$ cat src/rtl/gauge_capture.sv
// gauge_capture
//   Converts a fire-button press into a captured shot-power level. The raw
//   button is synchronised and debounced, the thermometer-coded gauge bar is
//   registered and decoded to a 0..8 level with a pattern-error flag, and the
//   captured result is held on a valid/ack handshake.
//
// Ports
//   clk         system clock, rising edge
//   nrst        asynchronous active-low reset
//   arm         game FSM requests a capture while high
//   btn         raw fire button, active-high, asynchronous to clk
//   bar[7:0]    gauge LEDs, bit 7 lights first and the fill moves toward bit 0
//   shot_ack    consumer accepts the held result
//   armed       high while waiting for a press
//   shot_valid  high while a captured result is held
//   shot_level  captured level 0..8, stable while shot_valid
//   shot_err    captured bar was not a legal thermometer pattern
module gauge_capture #(
  parameter int unsigned DB_CYCLES = 4  // legal range 1..255
) (
  input  logic       clk,
  input  logic       nrst,
  input  logic       arm,
  input  logic       btn,
  input  logic [7:0] bar,
  input  logic       shot_ack,
  output logic       armed,
  output logic       shot_valid,
  output logic [3:0] shot_level,
  output logic       shot_err
);

  localparam logic [1:0] S_IDLE  = 2'd0;
  localparam logic [1:0] S_REL   = 2'd1;
  localparam logic [1:0] S_ARMED = 2'd2;
  localparam logic [1:0] S_HOLD  = 2'd3;

  // The debounce count is met when the counter already holds DB_CYCLES-1
  // and the current sample still has the wanted value.
  localparam logic [7:0] DB_LAST = 8'(DB_CYCLES - 1);

  logic [1:0] state_q, state_d;
  logic       btn_meta_q;
  logic       btn_s_q;
  logic [7:0] bar_q;
  logic [7:0] db_cnt_q, db_cnt_d;
  logic [3:0] level_q, level_d;
  logic       err_q, err_d;

  logic [3:0] dec_level;
  logic       dec_err;
  logic       in_run;

  // Thermometer decode: count the unbroken run of ones from bit 7; any one
  // found after the run has ended marks the pattern as illegal.
  always_comb begin
    dec_level = 4'd0;
    dec_err   = 1'b0;
    in_run    = 1'b1;
    for (int i = 7; i >= 0; i--) begin
      if (bar_q[i]) begin
        if (in_run) dec_level = dec_level + 4'd1;
        else        dec_err   = 1'b1;
      end else begin
        in_run = 1'b0;
      end
    end
  end

  always_comb begin
    // NOTE: every signal gets a default before the case so no path leaves it
    // unassigned, which would otherwise infer a latch.
    state_d  = state_q;
    db_cnt_d = db_cnt_q;
    level_d  = level_q;
    err_d    = err_q;

    unique case (state_q)
      S_IDLE: begin
        db_cnt_d = 8'd0;
        if (arm) state_d = S_REL;
      end

      // Wait for a confirmed release so a button already held at arm time
      // can never produce a shot.
      S_REL: begin
        if (!arm) begin
          state_d  = S_IDLE;
          db_cnt_d = 8'd0;
        end else if (!btn_s_q) begin
          if (db_cnt_q == DB_LAST) begin
            state_d  = S_ARMED;
            db_cnt_d = 8'd0;
          end else begin
            db_cnt_d = db_cnt_q + 8'd1;
          end
        end else begin
          db_cnt_d = 8'd0;
        end
      end

      // Dropping arm wins over a press confirmed in the same cycle.
      S_ARMED: begin
        if (!arm) begin
          state_d  = S_IDLE;
          db_cnt_d = 8'd0;
        end else if (btn_s_q) begin
          if (db_cnt_q == DB_LAST) begin
            state_d  = S_HOLD;
            db_cnt_d = 8'd0;
            level_d  = dec_level;
            err_d    = dec_err;
          end else begin
            db_cnt_d = db_cnt_q + 8'd1;
          end
        end else begin
          db_cnt_d = 8'd0;
        end
      end

      S_HOLD: begin
        db_cnt_d = 8'd0;
        if (shot_ack) state_d = S_IDLE;
      end

      default: begin
        state_d  = S_IDLE;
        db_cnt_d = 8'd0;
      end
    endcase
  end

  // NOTE: state flops use non-blocking assignments so every flop samples the
  // pre-edge value of the others, matching real register behaviour.
  always_ff @(posedge clk or negedge nrst) begin
    if (!nrst) begin
      state_q    <= S_IDLE;
      btn_meta_q <= 1'b0;
      btn_s_q    <= 1'b0;
      bar_q      <= 8'h00;
      db_cnt_q   <= 8'd0;
      level_q    <= 4'd0;
      err_q      <= 1'b0;
    end else begin
      state_q    <= state_d;
      // Two-flop synchroniser: btn is asynchronous to clk.
      btn_meta_q <= btn;
      btn_s_q    <= btn_meta_q;
      bar_q      <= bar;
      db_cnt_q   <= db_cnt_d;
      level_q    <= level_d;
      err_q      <= err_d;
    end
  end

  assign armed      = (state_q == S_ARMED);
  assign shot_valid = (state_q == S_HOLD);
  assign shot_level = level_q;
  assign shot_err   = err_q;

endmodule

$ cat config.mk
export PLATFORM = sky130hd
export DESIGN_NAME = gauge_capture
export DESIGN_NICKNAME = d
export VERILOG_FILES = /design/src/rtl/gauge_capture.sv
export SDC_FILE = /design/constraint.sdc
export NUM_CORES = 1
export LEC_CHECK = 0
export BUFFER_PORTS_ARGS = -buffer_cell sky130_fd_sc_hd__clkbuf_2
export CELL_PAD_IN_SITES_DETAIL_PLACEMENT = 1
export CELL_PAD_IN_SITES_GLOBAL_PLACEMENT = 1
export CORE_ASPECT_RATIO = 1.5
export CORE_UTILIZATION = 47
export CTS_BUF_LIST = sky130_fd_sc_hd__clkbuf_8 sky130_fd_sc_hd__clkbuf_16
export DETAILED_ROUTE_END_ITERATION = 8
export HOLD_SLACK_MARGIN = 0.1
export PLACE_DENSITY = 0.86
export SKIP_LAST_GASP = 1
export SLEW_MARGIN = 0
export SYNTH_ARGS = -nofsm -noshare
export SYNTH_HDL_FRONTEND = slang
export SYNTH_SLANG_ARGS = --single-unit
$ cat constraint.sdc
create_clock -name clk -period 6.07 [get_ports clk]
set_input_delay 0 -clock clk [delete_from_list [all_inputs] [get_ports clk]]
set_output_delay 0 -clock clk [all_outputs]
set_load 0.1 [all_outputs]
==> results.sh <==
export IMPL_status="finished, final reports clean"
export IMPL_synth_cell_type_count=41
export IMPL_gp_congestion=0.846
export IMPL_antenna_cells=0
export IMPL_drv_cap=0
export IMPL_final_area_sq_um=1660
export IMPL_overflow=0
export IMPL_min_path_type="in -> async"
export IMPL_ir_drop_mv=0.156
export IMPL_path_cells="nand2_1 -> inv_1 -> ha_1 -> mux2i_1 -> inv_1 -> ha_1 -> nor3_1 -> or2_2 -> ha_1 -> o21ai_0 -> a31oi_1 -> ha_1 -> inv_1 -> or4_4 -> a2111oi_4 -> a221o_1"
export IMPL_cts_max_level=1
export IMPL_grt_pass1_wl_um=6040
export IMPL_final_cells=203
export IMPL_crit_type="reg -> reg"
export IMPL_crit_top_cell="ha_1"
export IMPL_rsz0062_at_grt="no"
export IMPL_endpoint_kind="flip-flop"
export IMPL_areaGrowthSynthToFinish_pct=21.1
export IMPL_drv_slew=0
export IMPL_hpwl_um=2440
export IMPL_postSynthCellCount=133
export IMPL_fmax_mhz=265
export IMPL_drc=0
export IMPL_whs_ps=283
export IMPL_die_area_sq_um=3150
export IMPL_antenna_found_initial=0
export IMPL_clock_path_buffers=2
export IMPL_drtPass1Iterations=4
export IMPL_power_leakage_nw=0.775
export IMPL_min_period_over_period_pct=62.3
export IMPL_power_uw=308
export IMPL_placed_cell_area_sq_um=1490
export IMPL_drt_vias_per_instance=5.54
export IMPL_root_buffer="clkbuf_8"
export IMPL_grt_max_degree=26
export IMPL_numCtsBuffers=3
export IMPL_syn_cell_area_sq_um=1370
export IMPL_ios=20
export IMPL_routed_wl_um=3650
export IMPL_layout_drive_gt1_share_pct=18.7
export IMPL_skew_ps=7.75
export IMPL_cts_sinks=25
export IMPL_timing_hold_violations_final=0
export IMPL_io_buffer_count=19
export IMPL_synth_top_cell_area_share_pct=45.6
export IMPL_min_period_ps=3780
export IMPL_power_density_nw_per_um2=185
export IMPL_finalSetupViolations=0
export IMPL_crit_start="bar_q[6]"
export IMPL_seq_area_frac_synth_pct=45.6
export IMPL_worst_slack_ps=2290
export IMPL_rows=23
export IMPL_cp_slowest_stage_delay_ps=540
export IMPL_ys_seq_elements=25
export IMPL_drtAntennaViolNets=0
export IMPL_cts_tree="built"
export IMPL_worstSkewPairLatency_ps=260
export IMPL_dp_cells=186
export IMPL_num_vias=1125
export IMPL_worstReg2RegStart="bar_q[6]"
export IMPL_maxSlewHeadroom_pct=56.2
export IMPL_tightest_slew_ps=657
export IMPL_synth_nets=151
export IMPL_die_h_um=68.2
export IMPL_finalSetupTns_ps=0
export IMPL_fp_dieW_um=46.1
export IMPL_drtIter0Drc=23
export IMPL_yosysTopAreaCell="dfrtp_1"
export IMPL_required_ps=6270
export IMPL_utilization_pct=60.8
export IMPL_dpl_worst_slack_ps=2370
export IMPL_crit_buf_inv=3
export IMPL_start_kind="flip-flop"
export IMPL_grtUsageTotal_pct=27.4
export IMPL_cpMaxStageDelayCell="or4_4"
export IMPL_core_sq_um=2730
export IMPL_wire_per_inst_um=18.0
export IMPL_grt_pass1_vias=1245
export IMPL_clk_pin_slew_ps=90
export IMPL_ys_warnings_count=0
export IMPL_synth_area_leaders="dfrtp_1 (46%), ha_1 (4.6%), nand2_1 (3.3%)"
export IMPL_syn_mean_instance_area_sq_um=10.3
export IMPL_initial_core_util_pct=50.2
export IMPL_worst_path_dominant_cell_family="adder cells"
export IMPL_crit_fanout=5
export IMPL_cp_data_arrival_time_ps=3980
export IMPL_fill_cells=320
export IMPL_finalNetCount=185
## cells in the final DEF (no fill, tap or decap), types with 4 or more instances in the layout
master	Yosys	final
nor2_1	10	10
xor2_1	5	5
nor3_1	5	5
ha_1	5	5
nand3_1	8	8
dfrtp_1	25	25
a21oi_1	4	4
clkbuf_2	0	19
nand2b_1	4	4
inv_1	8	9
nand2_1	12	12
dlygate4sd3_1	0	13
o21ai_0	4	4
## cell families (layout without fill, tap and decap cells)
group                    after synthesis  in the layout  share of synthesized area (%)
flip-flops                            25             25                           45.6
multiplexers                           3              3                           2.28
AO/OA/AOI/OAI                         25             25                           14.4
AND/OR/NAND/NOR                       58             58                           25.3
XOR/XNOR                               6              6                           3.83
adder cells (fa/ha/maj)                5              5                           4.56
buffers and inverters                 11             44                           4.10
## worst reg2reg max path: stages (launching register included)
cell,delay [ps]
dfrtp_1,460
nand2_1,160
inv_1,80
ha_1,330
mux2i_1,200
inv_1,70
ha_1,300
nor3_1,60
or2_2,270
ha_1,340
o21ai_0,100
a31oi_1,210
ha_1,190
inv_1,60
or4_4,540
a2111oi_4,200
a221o_1,150
## cell usage after synthesis
master and count:
or2b_1 2, nand2b_1 4, nand3_1 8, a31oi_1 3, dfrtp_1 25, o2111ai_1 1, nor2b_1 3, o2111a_1 1
buf_6 1, a21o_1 1, inv_1 8, nand4_4 1, o2bb2ai_1 3, nor3_1 5, a22o_1 1, xor2_1 5
ha_1 5, a21oi_1 4, a211oi_1 1, nor3_2 1, and2_1 1, nor4b_4 1, nand4_2 1, and3_1 3
mux2i_1 2, mux2_2 1, a2111oi_4 1, nor2_1 10, o21ai_0 4, buf_4 2, nand3b_1 2, o31ai_1 2
or4_4 1, or2_2 1, o31a_1 1, nand2_2 1, o21bai_1 1, xnor2_1 1, and4_1 1, a221o_1 1
nand2_1 12
## metal layers
layer | vias up | global-route usage, % | share of wire, %
met5 | - | 0 | 0
met4 | 0 | 12.1 | 3.2
met3 | 10 | 3.96 | 2.4
met2 | 19 | 50.0 | 58
met1 | 555 | 30.1 | 37
li1 | 541 | - | -
## power breakdown
group	switching, mW	internal [mW]	leakage, nW	total [mW]
clock	0.0510	0.0452	0.0269	0.0961
sequential	0.00729	0.170	0.323	0.178
combinational	0.0181	0.0163	0.425	0.0344
## sequential cells by signal, indices dropped and copies added, names as in the netlist
signal,count
shot_err,1
state_q,2
btn_s_q,1
btn_meta_q,1
shot_level,4
db_cnt_q,8
bar_q,8
## what timing repair did
action / 4_1_cts / 5_1_grt
setup buffers: 0 / 0
endpoints found under the hold margin: 36 / 0
hold buffers: 13 / 0
gates resized for setup: 0 / 0
## final timing paths
path	slack (ps)	endpoint	depth (start not counted)
min	280	bar_q[5]	2
min reg2reg	370	btn_s_q	0
max in group asynchronous	5360	db_cnt_q[7]	2
min in group clk	370	btn_s_q	0
max reg2reg	2290	shot_level[2]	16
max	2290	shot_level[2]	16
## area by class of cell
class                      instances  area, sq um  area share, %
multi-input combinational         97          691           41.5
sequential                        25          626           37.6
timing repair buffer              32          225           13.5
tap                               37         46.3           2.78
clock buffer                       3         41.3           2.48
inverter                           8         30.0           1.81
clock inverter                     1         3.75          0.226
Note: power is estimated with default switching activity, not from simulation.
